--- config.mk ---
export PLATFORM = sky130hd
export DESIGN_NAME = ex_muldiv_unit
export DESIGN_NICKNAME = d
export VERILOG_FILES = /design/src/rtl/ex_muldiv_unit.sv
export SDC_FILE = /design/constraint.sdc
export NUM_CORES = 1
export LEC_CHECK = 0
export ABC_AREA = 1
export BUFFER_PORTS_ARGS = -buffer_cell sky130_fd_sc_hd__buf_2
export CAP_MARGIN = 20
export CORE_MARGIN = 3
export CORE_UTILIZATION = 45
export DETAILED_ROUTE_END_ITERATION = 16
export PLACE_DENSITY = 0.73
export SLEW_MARGIN = 20
export SYNTH_ARGS = -nofsm -noshare
export SYNTH_HDL_FRONTEND = slang
export SYNTH_SLANG_ARGS = --single-unit
--- constraint.sdc ---
create_clock -name clk -period 2.65 [get_ports clk]
set_input_delay 0.53 -clock clk [delete_from_list [all_inputs] [get_ports clk]]
set_output_delay 0.53 -clock clk [all_outputs]
set_load 0.02 [all_outputs]
--- src/rtl/ex_muldiv_unit.sv ---
// Iterative EX-stage MULT/DIV unit (shift-add multiply, restoring divide) writing HI/LO.
// Optional signed support is compiled in when MULDIV_SIGNED_EN is defined.
module ex_muldiv_unit #(
  parameter int WIDTH = 32
) (
  input  logic             clk,
  input  logic             reset,
  input  logic             start,
  input  logic [1:0]       op,
  input  logic             sign,
  input  logic [WIDTH-1:0] a,
  input  logic [WIDTH-1:0] b,
  input  logic             ex_flush,
  output logic             busy,
  output logic             done,
  output logic             div_by_zero,
  output logic [WIDTH-1:0] hi,
  output logic [WIDTH-1:0] lo
);

  localparam int CW = $clog2(WIDTH) + 1;
  localparam logic [1:0] OP_MULT = 2'b00;
  localparam logic [1:0] OP_DIV  = 2'b01;
  localparam logic [1:0] OP_MTHI = 2'b10;
  localparam logic [1:0] OP_MTLO = 2'b11;

  typedef enum logic [1:0] {S_IDLE = 2'd0, S_CALC = 2'd1, S_DONE = 2'd2} state_t;

  state_t               state_q, state_d;
  logic [CW-1:0]        cnt_q, cnt_d;
  logic [2*WIDTH-1:0]   acc_q, acc_d;
  logic [WIDTH-1:0]     opnd_q, opnd_d;
  logic [WIDTH-1:0]     a_q, a_d;
  logic                 is_div_q, is_div_d;
  logic [WIDTH-1:0]     hi_q, hi_d, lo_q, lo_d;
  logic                 done_q, done_d, dbz_q, dbz_d;

  logic                 accept_s;
  logic [WIDTH-1:0]     a_mag_s, b_mag_s;
  logic [WIDTH:0]       mul_sum_s, div_shift_s, div_diff_s;
  logic [2*WIDTH-1:0]   step_s;
  logic [WIDTH-1:0]     res_hi_s, res_lo_s;

  assign accept_s = (state_q != S_CALC) && start && !ex_flush && !op[1];

`ifdef MULDIV_SIGNED_EN
  logic neg_q, rem_neg_q;
  logic a_neg_s, b_neg_s;
  assign a_neg_s = sign & a[WIDTH-1];
  assign b_neg_s = sign & b[WIDTH-1];
  assign a_mag_s = a_neg_s ? -a : a;
  assign b_mag_s = b_neg_s ? -b : b;

  // Sign-fixup flags captured when a MULT/DIV is accepted.
  always_ff @(posedge clk) begin
    if (!reset) begin
      neg_q     <= 1'b0;
      rem_neg_q <= 1'b0;
    end else if (accept_s) begin
      neg_q     <= a_neg_s ^ b_neg_s;
      rem_neg_q <= a_neg_s;
    end else begin
      neg_q     <= neg_q;
      rem_neg_q <= rem_neg_q;
    end
  end
`else
  logic unused_sign_s;
  assign unused_sign_s = sign;
  assign a_mag_s = a;
  assign b_mag_s = b;
`endif

  // Multiply: add multiplicand into the upper half when the current multiplier bit is set, then shift right.
  assign mul_sum_s   = {1'b0, acc_q[2*WIDTH-1:WIDTH]} + (acc_q[0] ? {1'b0, opnd_q} : {(WIDTH+1){1'b0}});
  // Divide: shift the next dividend bit into the partial remainder and trial-subtract.
  assign div_shift_s = {acc_q[2*WIDTH-1:WIDTH], acc_q[WIDTH-1]};
  assign div_diff_s  = div_shift_s - {1'b0, opnd_q};

  // One iteration of the selected algorithm.
  always_comb begin
    step_s = '0;
    if (!is_div_q) begin
      step_s = {mul_sum_s, acc_q[WIDTH-1:1]};
    end else if (div_diff_s[WIDTH]) begin
      step_s = {div_shift_s[WIDTH-1:0], acc_q[WIDTH-2:0], 1'b0};
    end else begin
      step_s = {div_diff_s[WIDTH-1:0], acc_q[WIDTH-2:0], 1'b1};
    end
  end

  // Final HI/LO from the last iteration, including sign fix-up and the divide-by-zero override.
  always_comb begin
    res_hi_s = step_s[2*WIDTH-1:WIDTH];
    res_lo_s = step_s[WIDTH-1:0];
`ifdef MULDIV_SIGNED_EN
    if (!is_div_q && neg_q) begin
      {res_hi_s, res_lo_s} = -step_s;
    end else if (is_div_q) begin
      res_lo_s = neg_q     ? -step_s[WIDTH-1:0]       : step_s[WIDTH-1:0];
      res_hi_s = rem_neg_q ? -step_s[2*WIDTH-1:WIDTH] : step_s[2*WIDTH-1:WIDTH];
    end else begin
      res_lo_s = step_s[WIDTH-1:0];
    end
`endif
    if (is_div_q && (opnd_q == '0)) begin
      res_hi_s = a_q;
      res_lo_s = '1;
    end else begin
      res_hi_s = res_hi_s;
    end
  end

  // Next-state, iteration and HI/LO update logic.
  always_comb begin
    state_d  = state_q;
    cnt_d    = cnt_q;
    acc_d    = acc_q;
    opnd_d   = opnd_q;
    a_d      = a_q;
    is_div_d = is_div_q;
    hi_d     = hi_q;
    lo_d     = lo_q;
    done_d   = 1'b0;
    dbz_d    = 1'b0;
    case (state_q)
      S_IDLE, S_DONE: begin
        state_d = S_IDLE;
        if (start && !ex_flush) begin
          case (op)
            OP_MULT: begin
              state_d  = S_CALC;
              cnt_d    = '0;
              acc_d    = {{WIDTH{1'b0}}, b_mag_s};
              opnd_d   = a_mag_s;
              a_d      = a;
              is_div_d = 1'b0;
            end
            OP_DIV: begin
              state_d  = S_CALC;
              cnt_d    = '0;
              acc_d    = {{WIDTH{1'b0}}, a_mag_s};
              opnd_d   = b_mag_s;
              a_d      = a;
              is_div_d = 1'b1;
            end
            OP_MTHI: hi_d = a;
            OP_MTLO: lo_d = a;
            default: state_d = S_IDLE;
          endcase
        end else begin
          state_d = S_IDLE;
        end
      end
      S_CALC: begin
        if (ex_flush) begin
          state_d = S_IDLE;
        end else begin
          acc_d = step_s;
          cnt_d = cnt_q + CW'(1);
          if (cnt_q == CW'(WIDTH - 1)) begin
            state_d = S_DONE;
            hi_d    = res_hi_s;
            lo_d    = res_lo_s;
            done_d  = 1'b1;
            dbz_d   = is_div_q && (opnd_q == '0);
          end else begin
            state_d = S_CALC;
          end
        end
      end
      default: state_d = S_IDLE;
    endcase
  end

  // State and datapath registers.
  always_ff @(posedge clk) begin
    if (!reset) begin
      state_q  <= S_IDLE;
      cnt_q    <= '0;
      acc_q    <= '0;
      opnd_q   <= '0;
      a_q      <= '0;
      is_div_q <= 1'b0;
      hi_q     <= '0;
      lo_q     <= '0;
      done_q   <= 1'b0;
      dbz_q    <= 1'b0;
    end else begin
      state_q  <= state_d;
      cnt_q    <= cnt_d;
      acc_q    <= acc_d;
      opnd_q   <= opnd_d;
      a_q      <= a_d;
      is_div_q <= is_div_d;
      hi_q     <= hi_d;
      lo_q     <= lo_d;
      done_q   <= done_d;
      dbz_q    <= dbz_d;
    end
  end

  assign busy        = (state_q == S_CALC);
  assign done        = done_q;
  assign div_by_zero = dbz_q;
  assign hi          = hi_q;
  assign lo          = lo_q;

endmodule
# Word-level counts from Yosys, hierarchy flattened
# Index checks and enable logic that the tools add are counted.
dict set report classes {
  muxes 31
  add_sub_neg 3
  n_reduce_logical 18
  n_eq_ne 13
  bitwise 3
}
# op count
set op_table {}
lappend op_table {{$mux W32} 11}
lappend op_table {{$mux W64} 4}
lappend op_table {{$pmux W64 S2} 2}
lappend op_table {{$pmux W32 S2} 3}
lappend op_table {{$add A32 B32 Y33} 1}
lappend op_table {{$sub A33 B32 Y33} 1}
lappend op_table {{$logic_not A32 Y1} 1}
lappend op_table {{$mux W6} 3}
lappend op_table {{$pmux W6 S2} 1}
lappend op_table {{$reduce_and A5 Y1} 2}
lappend op_table {{$reduce_and A4 Y1} 2}
lappend op_table {{$add A6 B1 Y6 const B} 1}
lappend op_table {{$eq A2 B2 Y1 const B} 3}
lappend op_table {{$eq A6 B5 Y1 const B} 1}
lappend op_table {{$mux W2} 3}
lappend op_table {{$ne A2 B1 Y1 const B} 3}
lappend op_table {{$ne A2 B2 Y1 const B} 3}
lappend op_table {{$reduce_and A3 Y1} 2}
lappend op_table {{$eq A2 B1 Y1 const B} 2}
lappend op_table {{$logic_not A2 Y1} 2}
lappend op_table {{$pmux W2 S2} 1}
lappend op_table {{$reduce_bool A2 Y1} 2}
lappend op_table {{$reduce_or A2 Y1} 2}
lappend op_table {{$reduce_or A4 Y1} 1}
lappend op_table {{other kinds (7)} 11}
dict set report totals {
  input_bits 71
  elab_cells 78
  ff_bits 203
}

# Longest topological paths before layout
dict set report depth {
  ltp_word 7
  ltp_mapped 21
}

# Worst setup path after synthesis
# Ideal clock, no wire load.
dict set report synth_timing {
  path_type {register to register}
  from {register acc_q[0]}
  to {register acc_q[51]}
  stages_incl_launch_ff 20
  t_required_ns 2.527
  path_slack_ns 0.251
  arrival_time_ns 2.276
  n_path_buf 2
  synth_period_minus_slack_ns 2.399
  cell_sequence {dfxtp_1 -> clkbuf_1 -> clkbuf_1 -> nand2_1 -> inv_1 -> ha_1 -> fa_1 -> nand2_1 -> nand2_1 -> o21a_1 -> nand2_1 -> nand2_1 -> nand2_1 -> nand2_1 -> nand3_1 -> nand2_1 -> nand2_1 -> nand3_1 -> nand3_1 -> o21ai_0}
}
dict set report synth_between {
  elab_chain_cells 5
}
# item line_no
set synth_rtl {}
lappend synth_rtl {{start, declared} 31} ;# logic [2*WIDTH-1:0] acc_q, acc_d;
lappend synth_rtl {{start signal, assigned} 181} ;# acc_q <= '0;
lappend synth_rtl {{start signal, assigned} 192} ;# acc_q <= acc_d;
lappend synth_rtl {{$mux W32} 75} ;# assign mul_sum_s = {1'b0, acc_q[2*WIDTH-1:WIDTH]} + (acc_q[0] ? {1'b0, opnd_q} : {(WIDTH+1){1'b0}});
lappend synth_rtl {{$add A32 B32 Y33} 75}
lappend synth_rtl {{$mux W64} 83} ;# if (!is_div_q) begin
lappend synth_rtl {{$mux W64} 156} ;# if (ex_flush) begin
lappend synth_rtl {{$pmux W64 S2} 126} ;# case (state_q)
# No other way between the ends. The select of a mux whose other input is x is not followed.
# A chain may end at the register's enable or synchronous reset.

# Worst setup path in the final report
dict set report layout_timing {
  from {register acc_q[31]}
  to {register hi_q[26] (netlist: hi[26])}
}
dict set report layout_between {
  elab_chain_cells 7
}
# item line_no
set layout_rtl {}
lappend layout_rtl {{$sub A33 B32 Y33} 78} ;# assign div_diff_s = div_shift_s - {1'b0, opnd_q};
lappend layout_rtl {{$mux W64} 85} ;# end else if (div_diff_s[WIDTH]) begin
lappend layout_rtl {{$mux W64} 83}
lappend layout_rtl {{$mux W32} 106} ;# if (is_div_q && (opnd_q == '0)) begin
lappend layout_rtl {{$mux W32} 161} ;# if (cnt_q == CW'(WIDTH - 1)) begin
lappend layout_rtl {{$mux W32} 156}
lappend layout_rtl {{$pmux W32 S2} 126}
lappend layout_rtl {{end signal, assigned} 196} ;# hi_q <= hi_d;
lappend layout_rtl {{end, declared} 35} ;# logic [WIDTH-1:0] hi_q, hi_d, lo_q, lo_d;
# No other way between the ends. The select of a mux whose other input is x is not followed.

==> flow_summary.json <==
{
  "synth_seq_cells": 203,
  "layout_commonest_cell": "nand2_1",
  "initial_core_util_pct": 46.13,
  "ys_warn_count": 0,
  "drv_cap": 0,
  "reg2reg_to": "hi[26]",
  "cts_tree": "yes",
  "worst_r2r_path_depth": 20,
  "fin_setup_tns_ns": 0,
  "critPathSlowestCell": "fa_2",
  "hold_viol": 0,
  "p_per_area_nw_per_um2": 474.3,
  "p_sw_share_pct": 31.57,
  "vias_per_cell": 5.586,
  "p_clk_share_pct": 39.3,
  "nFillCells": 3177,
  "clock_latency_ns": 0.53,
  "grt_first_pass_wirelength_mm": 85.19,
  "pwr-share-seq_pct": 38.8,
  "mostFrequentLayoutCells": "576 x nand2_1, 373 x inv_1, 228 x nand3_1",
  "dp_cells": 2986,
  "critPathArrivalTime_ns": 2.98,
  "gp_congestion": 1.032,
  "period_minus_slack_ns": 2.576,
  "status": "completed",
  "post-route-cell-area_sq_um": 17940,
  "ys_async_sr_fraction_pct": 0,
  "grt_use_met2_pct": 46.82,
  "die_x_microns": 186.8,
  "rows": 65,
  "hold_class": "input pin to flop",
  "syn_area_sq_um": 14710,
  "hpwl_mm": 41.43,
  "die_area_sq_um": 34880,
  "finalNonFillerCells": 3046,
  "htreeDepth": 1,
  "clock_path_buffers": 3,
  "r2r_slack_ns": 0.07,
  "drv_slew": 0,
  "core_sq_um": 31880,
  "io_buffers": 136,
  "postSynthCellCount": 2431,
  "globalRoute.totalOverflow": 0,
  "power.leakage_nw": 8.874,
  "ctsRootBufferMaster": "clkbuf_16",
  "ys_seq_area_share_pct": 27.64,
  "drive_gt1_share_pct": 18.27,
  "drc": 0,
  "synth-main-ff-cell": "dfxtp_1",
  "hp-start": "b[18]",
  "synth_nets": 2569,
  "ff_latch_area_sq_um": 4104,
  "busiest_layer": "met2",
  "holdWs_ns": 0.2903,
  "hold_depth": 3,
  "cp_data_required_time_ns": 3.05,
  "grt_use_met3_pct": 4.265,
  "crit_fanout": 6,
  "grt_max_degree": 79,
  "worstSetupPathDepth": 20,
  "syn_to_final_growth_pct": 21.99,
  "start_kind": "flop",
  "antenna_found_initial": 1,
  "crit_type": "flop to flop",
  "synth-edff-count": 0,
  "skew_ns": 0.01945,
  "ir_drop_v": 0.0004704,
  "routed_wl_mm": 56.36,
  "path_clk_slew_ns": 0.06,
  "wire_per_inst_microns": 18.50,
  "io_pins": 138,
  "hold_path_end": "opnd_q[18]",
  "cts_buffers": 23,
  "diodes": 0,
  "fmax_ghz": 0.3882,
  "worst-path-buf-inv": 4,
  "grt_use_total_pct": 29.92,
  "synth_cell_type_count": 45,
  "post_dp_cell_area_sq_um": 16350,
  "drt-pass1-iter-count": 5,
  "grt_pass1_vias": 15558,
  "intPower_mw": 5.823,
  "vias": 17014,
  "finalCritPeriodShare_pct": 97.21,
  "cts_sinks": 203,
  "drtIter0Drc": 1740,
  "switchingPower_mw": 2.686,
  "postRouteAntennaNets": 0,
  "worst_pin_slew_ns": 0.6392,
  "reg2reg_from": "acc_q[31]",
  "critPathCaptureType": "flop",
  "combPwrFrac_pct": 21.9,
  "crit_chain": "inv_2 -> ha_4 -> inv_2 -> fa_2 -> nand2_2 -> nand2_2 -> nand3_2 -> nand2_2 -> nand2_2 -> nand2_4 -> nand2_4 -> nand3_4 -> buf_12 -> clkbuf_16 -> nand3_1 -> nand2_1 -> nand2_1 -> nand2_1 -> nand2_1 -> a21oi_2",
  "multiInputGateArea_sq_um": 9236,
  "nets": 2732,
  "cp_slowest_stage_delay_ns": 0.40,
  "relSlewSlack_pct": 57.39,
  "met1_usage_pct": 43.32,
  "cpLargestDelayFamily": "simple AND/OR/NAND/NOR gates",
  "synth_area_per_cell_sq_um": 6.049,
  "die_h_microns": 186.8,
  "setup_viol": 0
}
-- stage by stage --
step	power (mW)	setup WS (ns)	utilization, %
after floorplan	4.400	0.2511	-
after global placement	5.020	-0.001116	51.28
after detailed placement	5.035	-0.02157	51.28
after CTS	8.369	-0.01895	53.87
after global routing	8.838	-0.04610	56.27
final	8.509	0.07383	56.27
-- cells by family after synthesis --
group / synth area share, %
AND/OR/NAND/NOR: 32.33
buffers and inverters: 13.25
AO/OA/AOI/OAI: 20.39
adder cells (fa/ha/maj): 5.803
flip-flops: 27.64
XOR/XNOR: 0.5956
-- flip-flops by register name, indices dropped and copies added, names as in the netlist, 2 cells and up --
register and cells:
acc_q 64, a_q 32, hi 32, lo 32
opnd_q 32, cnt_q 6, state_q 2
-- layout make-up --
cell class / instances / share of cell area [%]
multi-input combinational: 1730 / 51.49
timing repair buffer: 251 / 10.18
clock inverter: 12 / 0.8439
clock buffer: 30 / 3.522
inverter: 385 / 8.056
sequential: 203 / 22.88
tap: 435 / 3.034
-- power groups by stage --
stage | Sequential [mW] | Clock, mW | Combinational [mW]
after floorplan | 3.38 | 0 | 1.02
after global placement | 3.35 | 0 | 1.67
after detailed placement | 3.36 | 0 | 1.68
after CTS | 3.29 | 3.37 | 1.71
after global routing | 3.31 | 3.49 | 2.03
final | 3.30 | 3.35 | 1.86
-- how the worst max path moves through the flow --
stage / from / end / slack (ns)
floorplan: acc_q[0] / acc_q[51] / 0.25
global placement: acc_q[31] / acc_q[49] / -0.001
detailed placement: opnd_q[0] / hi[25] / -0.02
CTS: acc_q[31] / acc_q[63] / -0.02
global route: opnd_q[7] / hi[28] / -0.05
finish: acc_q[31] / hi[26] / 0.07
-- synth_stat cells, types with 3 or more instances --
| master | count | share of area, % |
|---|---|---|
| a21o_1 | 8 | 0.41 |
| a21oi_1 | 178 | 6.1 |
| a21oi_2 | 5 | 0.30 |
| a31oi_1 | 81 | 3.4 |
| and2_1 | 7 | 0.30 |
| and3_1 | 3 | 0.13 |
| buf_1 | 5 | 0.13 |
| buf_2 | 12 | 0.41 |
| buf_4 | 6 | 0.31 |
| clkbuf_1 | 91 | 2.3 |
| dfxtp_1 | 203 | 28 |
| ha_1 | 65 | 5.5 |
| inv_1 | 377 | 9.6 |
| inv_2 | 6 | 0.15 |
| nand2_1 | 614 | 16 |
| nand2_2 | 6 | 0.26 |
| nand2_4 | 4 | 0.31 |
| nand3_1 | 249 | 8.5 |
| nand3b_1 | 8 | 0.41 |
| nand4_1 | 16 | 0.68 |
| nor2_1 | 156 | 4.0 |
| nor2_2 | 5 | 0.21 |
| nor2_4 | 3 | 0.23 |
| nor3_1 | 20 | 0.68 |
| nor4_1 | 3 | 0.13 |
| o211ai_1 | 32 | 1.6 |
| o21a_1 | 5 | 0.26 |
| o21ai_0 | 207 | 7.0 |
| o21bai_1 | 5 | 0.26 |
| o22ai_1 | 14 | 0.60 |
| or2_2 | 10 | 0.43 |
| xor2_1 | 10 | 0.60 |
-- timing repair --
item,4_1_cts,5_1_grt
setup buffers,0,8
endpoints found under the setup margin,19,66
endpoints found under the hold margin,0,0
resized for setup,6,149
pin swaps,1,22
gates cloned,1,9
hold buffers,0,0
-- worst register-to-register path, cell delays in order (launching register included) --
cell and delay (ns):
dfxtp_2 0.32, inv_2 0.07, ha_4 0.14, inv_2 0.04, fa_2 0.40, nand2_2 0.10, nand2_2 0.08, nand3_2 0.08
nand2_2 0.08, nand2_2 0.09, nand2_4 0.06, nand2_4 0.09, nand3_4 0.12, buf_12 0.18, clkbuf_16 0.16, nand3_1 0.07
nand2_1 0.06, nand2_1 0.05, nand2_1 0.12, nand2_1 0.11, a21oi_2 0.05
-- layer usage --
layer	routed length (microns)	up-vias
li1	-	8297
met1	24740	7811
met2	24710	808
met3	5304	96
met4	1590	2
met5	20	-
Note: power is estimated with default switching activity, not from simulation.
